## config.mk

```make
export PLATFORM = sky130hd
export DESIGN_NAME = alu_ctrl_muldiv_flat
export DESIGN_NICKNAME = d
export VERILOG_FILES = /design/src/rtl/alu_ctrl_muldiv_if.sv /design/src/rtl/alu_ctrl_muldiv.sv /design/src/flat_wrapper.sv
export SDC_FILE = /design/constraint.sdc
export NUM_CORES = 2
export LEC_CHECK = 0
export CAP_MARGIN = 20
export CORE_MARGIN = 2
export CORE_UTILIZATION = 62
export DETAILED_ROUTE_END_ITERATION = 6
export PLACE_DENSITY_LB_ADDON = 0.25
export RECOVER_POWER = 50
export REMOVE_ABC_BUFFERS = 1
export SLEW_MARGIN = 20
export SYNTH_ARGS = -nofsm -noshare
export SYNTH_HDL_FRONTEND = slang
export SYNTH_SLANG_ARGS = --single-unit
```

## constraint.sdc

```tcl
create_clock -name clk -period 12.8 [get_ports clk]
set_input_delay 1.28 -clock clk [delete_from_list [all_inputs] [get_ports clk]]
set_output_delay 1.28 -clock clk [all_outputs]
set_load 0.005 [all_outputs]
```

## src/rtl/alu_ctrl_muldiv_if.sv

```systemverilog
// Decoder/EX-side bundle for alu_ctrl_muldiv: decode fields, operand handshake and result handshake.
interface alu_ctrl_muldiv_if #(parameter int DATA_W = 64);
  logic [1:0]        alu_op;
  logic [2:0]        funct3;
  logic [6:0]        funct7;
  logic [4:0]        optype;
  logic              is_md;
  logic              in_valid;
  logic              in_ready;
  logic [DATA_W-1:0] rs1;
  logic [DATA_W-1:0] rs2;
  logic              flush;
  logic              busy;
  logic              out_valid;
  logic              out_ready;
  logic [DATA_W-1:0] result;

  modport master (
    output alu_op, funct3, funct7, in_valid, rs1, rs2, flush, out_ready,
    input  optype, is_md, in_ready, busy, out_valid, result
  );
  modport slave (
    input  alu_op, funct3, funct7, in_valid, rs1, rs2, flush, out_ready,
    output optype, is_md, in_ready, busy, out_valid, result
  );
endinterface

```

## src/rtl/alu_ctrl_muldiv.sv

```systemverilog
// ALU control decode plus an iterative RV M-extension engine (shift-add multiply, restoring divide).
// One shared hi/lo register pair holds the product or remainder/quotient while in CALC.
module alu_ctrl_muldiv #(
  parameter int DATA_W = 64,
  parameter int CNT_W  = $clog2(DATA_W) + 1
) (
  input logic clk,
  input logic rst,
  alu_ctrl_muldiv_if.slave bus
);
  localparam logic [1:0] S_IDLE = 2'd0;
  localparam logic [1:0] S_CALC = 2'd1;
  localparam logic [1:0] S_DONE = 2'd2;
  localparam logic [CNT_W-1:0]  LAST = CNT_W'(DATA_W - 1);
  localparam logic [DATA_W-1:0] MIN  = {1'b1, {(DATA_W-1){1'b0}}};

  logic [1:0]        state_q, state_d;
  logic [CNT_W-1:0]  cnt_q, cnt_d;
  logic [2:0]        f3_q, f3_d;
  logic              neg1_q, neg1_d, neg2_q, neg2_d, dz_q, dz_d, ovf_q, ovf_d;
  logic [DATA_W-1:0] a_q, a_d, b_q, b_d, hi_q, hi_d, lo_q, lo_d, res_q, res_d;

  logic              md;
  logic [4:0]        opt;
  logic              s1, s2, n1, n2;
  logic [DATA_W-1:0] mag1, mag2, nhi, nlo, q_s, r_s, fin;
  logic [DATA_W:0]   sum, sh, diff;
  logic [2*DATA_W-1:0] prod, prod_s;

  always_comb begin
    md = (bus.alu_op == 2'b10) && (bus.funct7 == 7'b0000001);
    if (bus.alu_op == 2'b00)      opt = 5'b00000;
    else if (bus.alu_op == 2'b11) opt = {2'b11, bus.funct3};
    else if (md)                  opt = {2'b10, bus.funct3};
    else if (bus.funct7[5] && (bus.alu_op == 2'b10 || (bus.alu_op == 2'b01 && bus.funct3 == 3'b101)))
                                  opt = {2'b01, bus.funct3};
    else                          opt = {2'b00, bus.funct3};
  end

  // Signedness of each operand as implied by funct3 (MUL/MULHU/DIVU/REMU are unsigned).
  always_comb begin
    s1   = bus.funct3 inside {3'b001, 3'b010, 3'b100, 3'b110};
    s2   = bus.funct3 inside {3'b001, 3'b100, 3'b110};
    n1   = s1 & bus.rs1[DATA_W-1];
    n2   = s2 & bus.rs2[DATA_W-1];
    mag1 = n1 ? -bus.rs1 : bus.rs1;
    mag2 = n2 ? -bus.rs2 : bus.rs2;
  end

  // One iteration of the datapath; f3_q[2] picks divide over multiply.
  always_comb begin
    sum  = {1'b0, hi_q} + (lo_q[0] ? {1'b0, b_q} : '0);
    sh   = {hi_q, lo_q[DATA_W-1]};
    diff = sh - {1'b0, b_q};
    if (!f3_q[2]) begin
      nhi = sum[DATA_W:1];
      nlo = {sum[0], lo_q[DATA_W-1:1]};
    end else if (diff[DATA_W]) begin
      nhi = sh[DATA_W-1:0];
      nlo = {lo_q[DATA_W-2:0], 1'b0};
    end else begin
      nhi = diff[DATA_W-1:0];
      nlo = {lo_q[DATA_W-2:0], 1'b1};
    end
    prod   = {nhi, nlo};
    prod_s = (neg1_q ^ neg2_q) ? -prod : prod;
    q_s    = (neg1_q ^ neg2_q) ? -nlo : nlo;
    r_s    = neg1_q ? -nhi : nhi;
    if (!f3_q[2]) fin = (f3_q[1:0] == 2'b00) ? prod_s[DATA_W-1:0] : prod_s[2*DATA_W-1:DATA_W];
    else          fin = f3_q[1] ? r_s : q_s;
  end

  always_comb begin
    state_d = state_q; cnt_d = cnt_q; f3_d = f3_q;
    neg1_d = neg1_q; neg2_d = neg2_q; dz_d = dz_q; ovf_d = ovf_q;
    a_d = a_q; b_d = b_q; hi_d = hi_q; lo_d = lo_q; res_d = res_q;
    case (state_q)
      S_IDLE: if (!bus.flush && bus.in_valid && md) begin
        state_d = S_CALC;
        cnt_d   = '0;
        f3_d    = bus.funct3;
        neg1_d  = n1;
        neg2_d  = n2;
        a_d     = bus.rs1;
        b_d     = mag2;
        hi_d    = '0;
        lo_d    = mag1;
        dz_d    = bus.funct3[2] && (bus.rs2 == '0);
        ovf_d   = bus.funct3[2] && !bus.funct3[0] && (bus.rs1 == MIN) && (&bus.rs2);
      end
      S_CALC: begin
        if (bus.flush) state_d = S_IDLE;
        else if (dz_q) begin
          res_d   = f3_q[1] ? a_q : '1;
          state_d = S_DONE;
        end else if (ovf_q) begin
          res_d   = f3_q[1] ? '0 : a_q;
          state_d = S_DONE;
        end else begin
          hi_d  = nhi;
          lo_d  = nlo;
          cnt_d = cnt_q + 1'b1;
          if (cnt_q == LAST) begin
            res_d   = fin;
            state_d = S_DONE;
          end
        end
      end
      S_DONE:  if (bus.flush || bus.out_ready) state_d = S_IDLE;
      default: state_d = S_IDLE;
    endcase
  end

  always_ff @(posedge clk or posedge rst) begin
    if (rst) begin
      state_q <= S_IDLE; cnt_q <= '0; f3_q <= '0;
      neg1_q <= 1'b0; neg2_q <= 1'b0; dz_q <= 1'b0; ovf_q <= 1'b0;
      a_q <= '0; b_q <= '0; hi_q <= '0; lo_q <= '0; res_q <= '0;
    end else begin
      state_q <= state_d; cnt_q <= cnt_d; f3_q <= f3_d;
      neg1_q <= neg1_d; neg2_q <= neg2_d; dz_q <= dz_d; ovf_q <= ovf_d;
      a_q <= a_d; b_q <= b_d; hi_q <= hi_d; lo_q <= lo_d; res_q <= res_d;
    end
  end

  assign bus.is_md     = md;
  assign bus.optype    = opt;
  assign bus.in_ready  = (state_q == S_IDLE);
  assign bus.busy      = (state_q == S_CALC);
  assign bus.out_valid = (state_q == S_DONE);
  assign bus.result    = res_q;
endmodule

```

## src/flat_wrapper.sv

```systemverilog
// flat-port wrapper written by rule: the top's interface ports become plain ports
module alu_ctrl_muldiv_flat 
#(
  parameter int DATA_W = 64,
  parameter int CNT_W  = $clog2(DATA_W) + 1
)
  (clk, rst, bus_alu_op, bus_funct3, bus_funct7, bus_in_valid, bus_rs1, bus_rs2, bus_flush, bus_out_ready, bus_optype, bus_is_md, bus_in_ready, bus_busy, bus_out_valid, bus_result);
  alu_ctrl_muldiv_if #(.DATA_W(DATA_W)) bus_i ();
  input logic clk;
  input logic rst;
  input wire logic [$bits(bus_i.alu_op)-1:0] bus_alu_op;
  input wire logic [$bits(bus_i.funct3)-1:0] bus_funct3;
  input wire logic [$bits(bus_i.funct7)-1:0] bus_funct7;
  input wire logic [$bits(bus_i.in_valid)-1:0] bus_in_valid;
  input wire logic [$bits(bus_i.rs1)-1:0] bus_rs1;
  input wire logic [$bits(bus_i.rs2)-1:0] bus_rs2;
  input wire logic [$bits(bus_i.flush)-1:0] bus_flush;
  input wire logic [$bits(bus_i.out_ready)-1:0] bus_out_ready;
  output wire logic [$bits(bus_i.optype)-1:0] bus_optype;
  output wire logic [$bits(bus_i.is_md)-1:0] bus_is_md;
  output wire logic [$bits(bus_i.in_ready)-1:0] bus_in_ready;
  output wire logic [$bits(bus_i.busy)-1:0] bus_busy;
  output wire logic [$bits(bus_i.out_valid)-1:0] bus_out_valid;
  output wire logic [$bits(bus_i.result)-1:0] bus_result;
  assign bus_i.alu_op = bus_alu_op;
  assign bus_i.funct3 = bus_funct3;
  assign bus_i.funct7 = bus_funct7;
  assign bus_i.in_valid = bus_in_valid;
  assign bus_i.rs1 = bus_rs1;
  assign bus_i.rs2 = bus_rs2;
  assign bus_i.flush = bus_flush;
  assign bus_i.out_ready = bus_out_ready;
  assign bus_optype = bus_i.optype;
  assign bus_is_md = bus_i.is_md;
  assign bus_in_ready = bus_i.in_ready;
  assign bus_busy = bus_i.busy;
  assign bus_out_valid = bus_i.out_valid;
  assign bus_result = bus_i.result;
  alu_ctrl_muldiv #(.DATA_W(DATA_W), .CNT_W(CNT_W)) u_core (.clk(clk), .rst(rst), .bus(bus_i));
endmodule
```

==> results.txt <==
The run finished, with violations left. The final reports fail on DRC, capacitance limit, slew limit. For this run, design rule violations remaining after detail routing come to 2. In this run the clock root is driven by a sky130_fd_sc_hd__clkbuf_16. The post-route minimum period is 8.41 ns. The first routing iteration left 5508 violations. The mean post-synth cell area came out at 7.34 µm².

CTS built an H-tree with a depth of 2. The number of max-cap violations came out at 5. STA puts the critical path data arrival time at 7.80 ns. The clock reaches the later pin of the worst-skew pair after 0.62 ns. The region available for standard cell placement spans 0.0553 mm². The final-report max-slew violation count came to 334. The initial antenna violation count is 4. The final number of setup-violating endpoints is 0.

The final layout contains routed wiring with a total length of 145000 µm. For the pin with the worst max-slew slack, the measured transition is 5.55 ns. The sort of element at the end of the critical path is an asynchronous set/reset pin. The total I/O pin count came out at 218.

The sum of negative setup slack came out at 0 ns. Hold repair after CTS inserted 0 buffers. The placed wire-length estimate after detailed placement is 108000 µm.

The quantity of I/O buffers inserted on ports is 217. The clock-pin slew reported for the worst setup and hold paths after clock tree synthesis is 0.06 ns. The final worst-path setup slack came out at 4.39 ns. The share of flip-flops with an asynchronous set or reset is 100%.

The placed instances occupy a cell area of 0.0375 mm². The wire length of the first global-routing pass is 217000 µm. The total non-filler cell area in the finished layout came out at 0.0389 mm². In this run the worst hold path is classified as flip-flop to flip-flop. The number of placement rows is 86.

The worst setup slack before clock tree synthesis is 4.99 ns. The total setup buffers inserted after CTS is 0. Entering global routing, the biggest net connects 152 pins.

In this run the cell area of the synthesized design comes to 0.0348 mm². The number of standard cells after synthesis is 4737. Counting the buffers created by CTS gives 42. The period utilization came out at 65.7%. The commonest non-fill, non-tap cell in the layout is sky130_fd_sc_hd__nand2_1. The clock skew came out at 0.0463 ns. The library cells used most frequently in the layout, excluding fill and tap cells, are 715 x sky130_fd_sc_hd__nand2_1, 456 x sky130_fd_sc_hd__o21ai_0, 405 x sky130_fd_sc_hd__a21oi_1.

The die outline width is 241 µm. The highest clock frequency the design can meet came out at 119 MHz. The number of clock sinks is 336.

The floorplan step defined a die boundary enclosing 0.0580 mm². In the final layout, the share of cells above drive strength 1 is 5.71%. The count of fill cells added during filler insertion came out at 4907. The total chip power is 3.51 mW.

The setup slack of the worst register-to-register path came out at 4.56 ns. The number of vias in the routed layout is 39500. The last weighted congestion value of the routability-driven placer is 1.07. At the end of the flow, the number of nets in the layout was 5083.

The clock passes through at most 3 buffers. In this run the tightest slew margin relative to its limit is -270%. The number of warnings issued by yosys is 0.

The via count of the first global-routing pass is 36800. Setup repair after global routing left no endpoint under its margin. Dividing total power by cell area gives a power density of 90.2 mW/mm². The per-cell routed wire length is 25.9 µm.

The post-cts resize count is 0. TritonCTS built the clock tree. The sequential area share after synthesis came out at 24.2%. The area growth from synthesis to final layout is 11.8%.

In this run, synthesis produced a sequential element count of 336. The length of the first detailed-routing pass in iterations is 7. For this run, the total global-route usage over all layers was measured as 48.9%. The die height came out at 241 µm. The most used flip-flop cell after synthesis is sky130_fd_sc_hd__dfrtp_1. The number of library cell types mapped by synthesis came out at 119. The overall overflow remaining after global route is 0. The critical path is of the input pin to asynchronous set/reset pin type. The number of enable-type register cells in the synthesized netlist came out at 0. The critical path launch point type is an input pin. The hold violation total from the final report came out at 0. The ratio of routed vias to standard cells is 7.08. The worst-case vdd ir drop came out at 0.0991 mV. The count of nets left with antenna violations once routing finished came out at 0.

The initial core utilization came out at 62.9%. The largest fanout on the critical path came out at 104. The leakage power is 17.2 nW. The required time of the critical path came out at 12.19 ns.
-- per-stage QoR --
stage          utilization (%)  cells  hold slack (ns)
6_report                  70.3   5582            0.481
4_1_cts                   70.4   5581            0.484
3_3_place_gp              67.7   5506            0.459
2_1_floorplan                -   4459            0.440
5_1_grt                   70.3   5581            0.500
3_5_place_dp              67.7   5506            0.471
-- critical path, stage by stage --
cell                            delay [ns]
sky130_fd_sc_hd__dlygate4sd3_1        0.55
sky130_fd_sc_hd__clkinvlp_2           3.03
sky130_fd_sc_hd__clkbuf_1             2.69
-- synthesized netlist by cell type, types with 37 or more instances --
cell type | number | area, µm²
sky130_fd_sc_hd__a211oi_1 | 49 | 368
sky130_fd_sc_hd__a21o_1 | 49 | 368
sky130_fd_sc_hd__a21oi_1 | 405 | 2030
sky130_fd_sc_hd__o211ai_1 | 45 | 338
sky130_fd_sc_hd__nand4_1 | 82 | 513
sky130_fd_sc_hd__a31oi_1 | 89 | 557
sky130_fd_sc_hd__dfrtp_1 | 336 | 8410
sky130_fd_sc_hd__nand2b_1 | 42 | 263
sky130_fd_sc_hd__or3_1 | 55 | 344
sky130_fd_sc_hd__o21ai_0 | 458 | 2290
sky130_fd_sc_hd__and2_1 | 91 | 569
sky130_fd_sc_hd__mux2i_1 | 80 | 801
sky130_fd_sc_hd__nor3_1 | 129 | 646
sky130_fd_sc_hd__o31ai_1 | 41 | 308
sky130_fd_sc_hd__xnor2_1 | 200 | 1750
sky130_fd_sc_hd__a22o_1 | 66 | 578
sky130_fd_sc_hd__ha_1 | 134 | 1680
sky130_fd_sc_hd__a221oi_1 | 37 | 324
sky130_fd_sc_hd__nand2_1 | 716 | 2690
sky130_fd_sc_hd__xor2_1 | 164 | 1440
sky130_fd_sc_hd__nor2_1 | 380 | 1430
sky130_fd_sc_hd__inv_1 | 131 | 492
sky130_fd_sc_hd__clkbuf_1 | 210 | 788
sky130_fd_sc_hd__buf_2 | 41 | 205
sky130_fd_sc_hd__nor4_1 | 52 | 325
sky130_fd_sc_hd__nand3_1 | 82 | 410
-- logic make-up (layout without fill, tap and decap cells) --
kind of cell | Yosys count | in the layout | share of synthesized area, %
adders and majority gates | 136 | 136 | 4.94
AOI/OAI and AO/OA | 1575 | 1575 | 29.0
DFF | 336 | 336 | 24.2
xor gates and xnor gates | 364 | 364 | 9.17
buffers and inverters | 411 | 507 | 4.76
other | 0 | 1 | 0
muxes | 102 | 102 | 3.01
and+or+nand+nor | 1813 | 1813 | 24.9
-- final cells by class --
| type | count | area [µm²] | area share, % |
|---|---|---|---|
| Inverter | 133 | 500 | 1.29 |
| Timing Repair Buffer | 299 | 2780 | 7.15 |
| Tap cell | 748 | 936 | 2.41 |
| Sequential cell | 336 | 8420 | 21.6 |
| Clock inverter | 22 | 269 | 0.692 |
| Multi-Input combinational cell | 3990 | 24800 | 63.8 |
| Antenna cell | 1 | 2.50 | 0.00644 |
| Clock buffer | 53 | 1170 | 3.01 |
-- layer usage --
| layer | vias to the layer above | routed length [µm] | track usage (%) |
|---|---|---|---|
| met5 | - | 149 | 1.09 |
| met1 | 18400 | 53500 | 62.4 |
| met4 | 6 | 12400 | 34.7 |
| met2 | 2954 | 58800 | 70.4 |
| met3 | 737 | 19800 | 14.8 |
| li1 | 17500 | - | - |
-- report_power, final --
| group | switching [mW] | total (mW) | internal [mW] |
|---|---|---|---|
| Clock | 0.550 | 1.29 | 0.736 |
| Combinational | 0.733 | 1.13 | 0.393 |
| Sequential | 0.0178 | 1.09 | 1.08 |
| Total | 1.30 | 3.51 | 2.20 |
-- worst paths after layout --
kind,start,endpoint,cells after the start
max,rst,u_core.f3_q[2]$_DFFE_PP0P_,3
min,u_core.bus.result[17]$_DFFE_PP0P_,u_core.bus.result[17]$_DFFE_PP0P_,2
max reg2reg,u_core.lo_q[63]$_DFFE_PP0P_,u_core.bus.result[58]$_DFFE_PP0P_,26
min reg2reg,u_core.bus.result[17]$_DFFE_PP0P_,u_core.bus.result[17]$_DFFE_PP0P_,2
max in group clk,u_core.lo_q[63]$_DFFE_PP0P_,u_core.bus.result[58]$_DFFE_PP0P_,26
min in group asynchronous,rst,u_core.b_q[9]$_DFFE_PP0P_,2
-- sequential cells by signal, summed over array words and instances (netlist names) --
signal / cells
u_core.a_q: 64
u_core.b_q: 64
u_core.bus.result: 64
u_core.hi_q: 64
u_core.lo_q: 64
u_core.cnt_q: 7
u_core.f3_q: 3
u_core.state_q: 2
u_core.dz_q: 1
u_core.neg1_q: 1
u_core.neg2_q: 1
u_core.ovf_q: 1
Note: power is estimated with default switching activity, not from simulation.
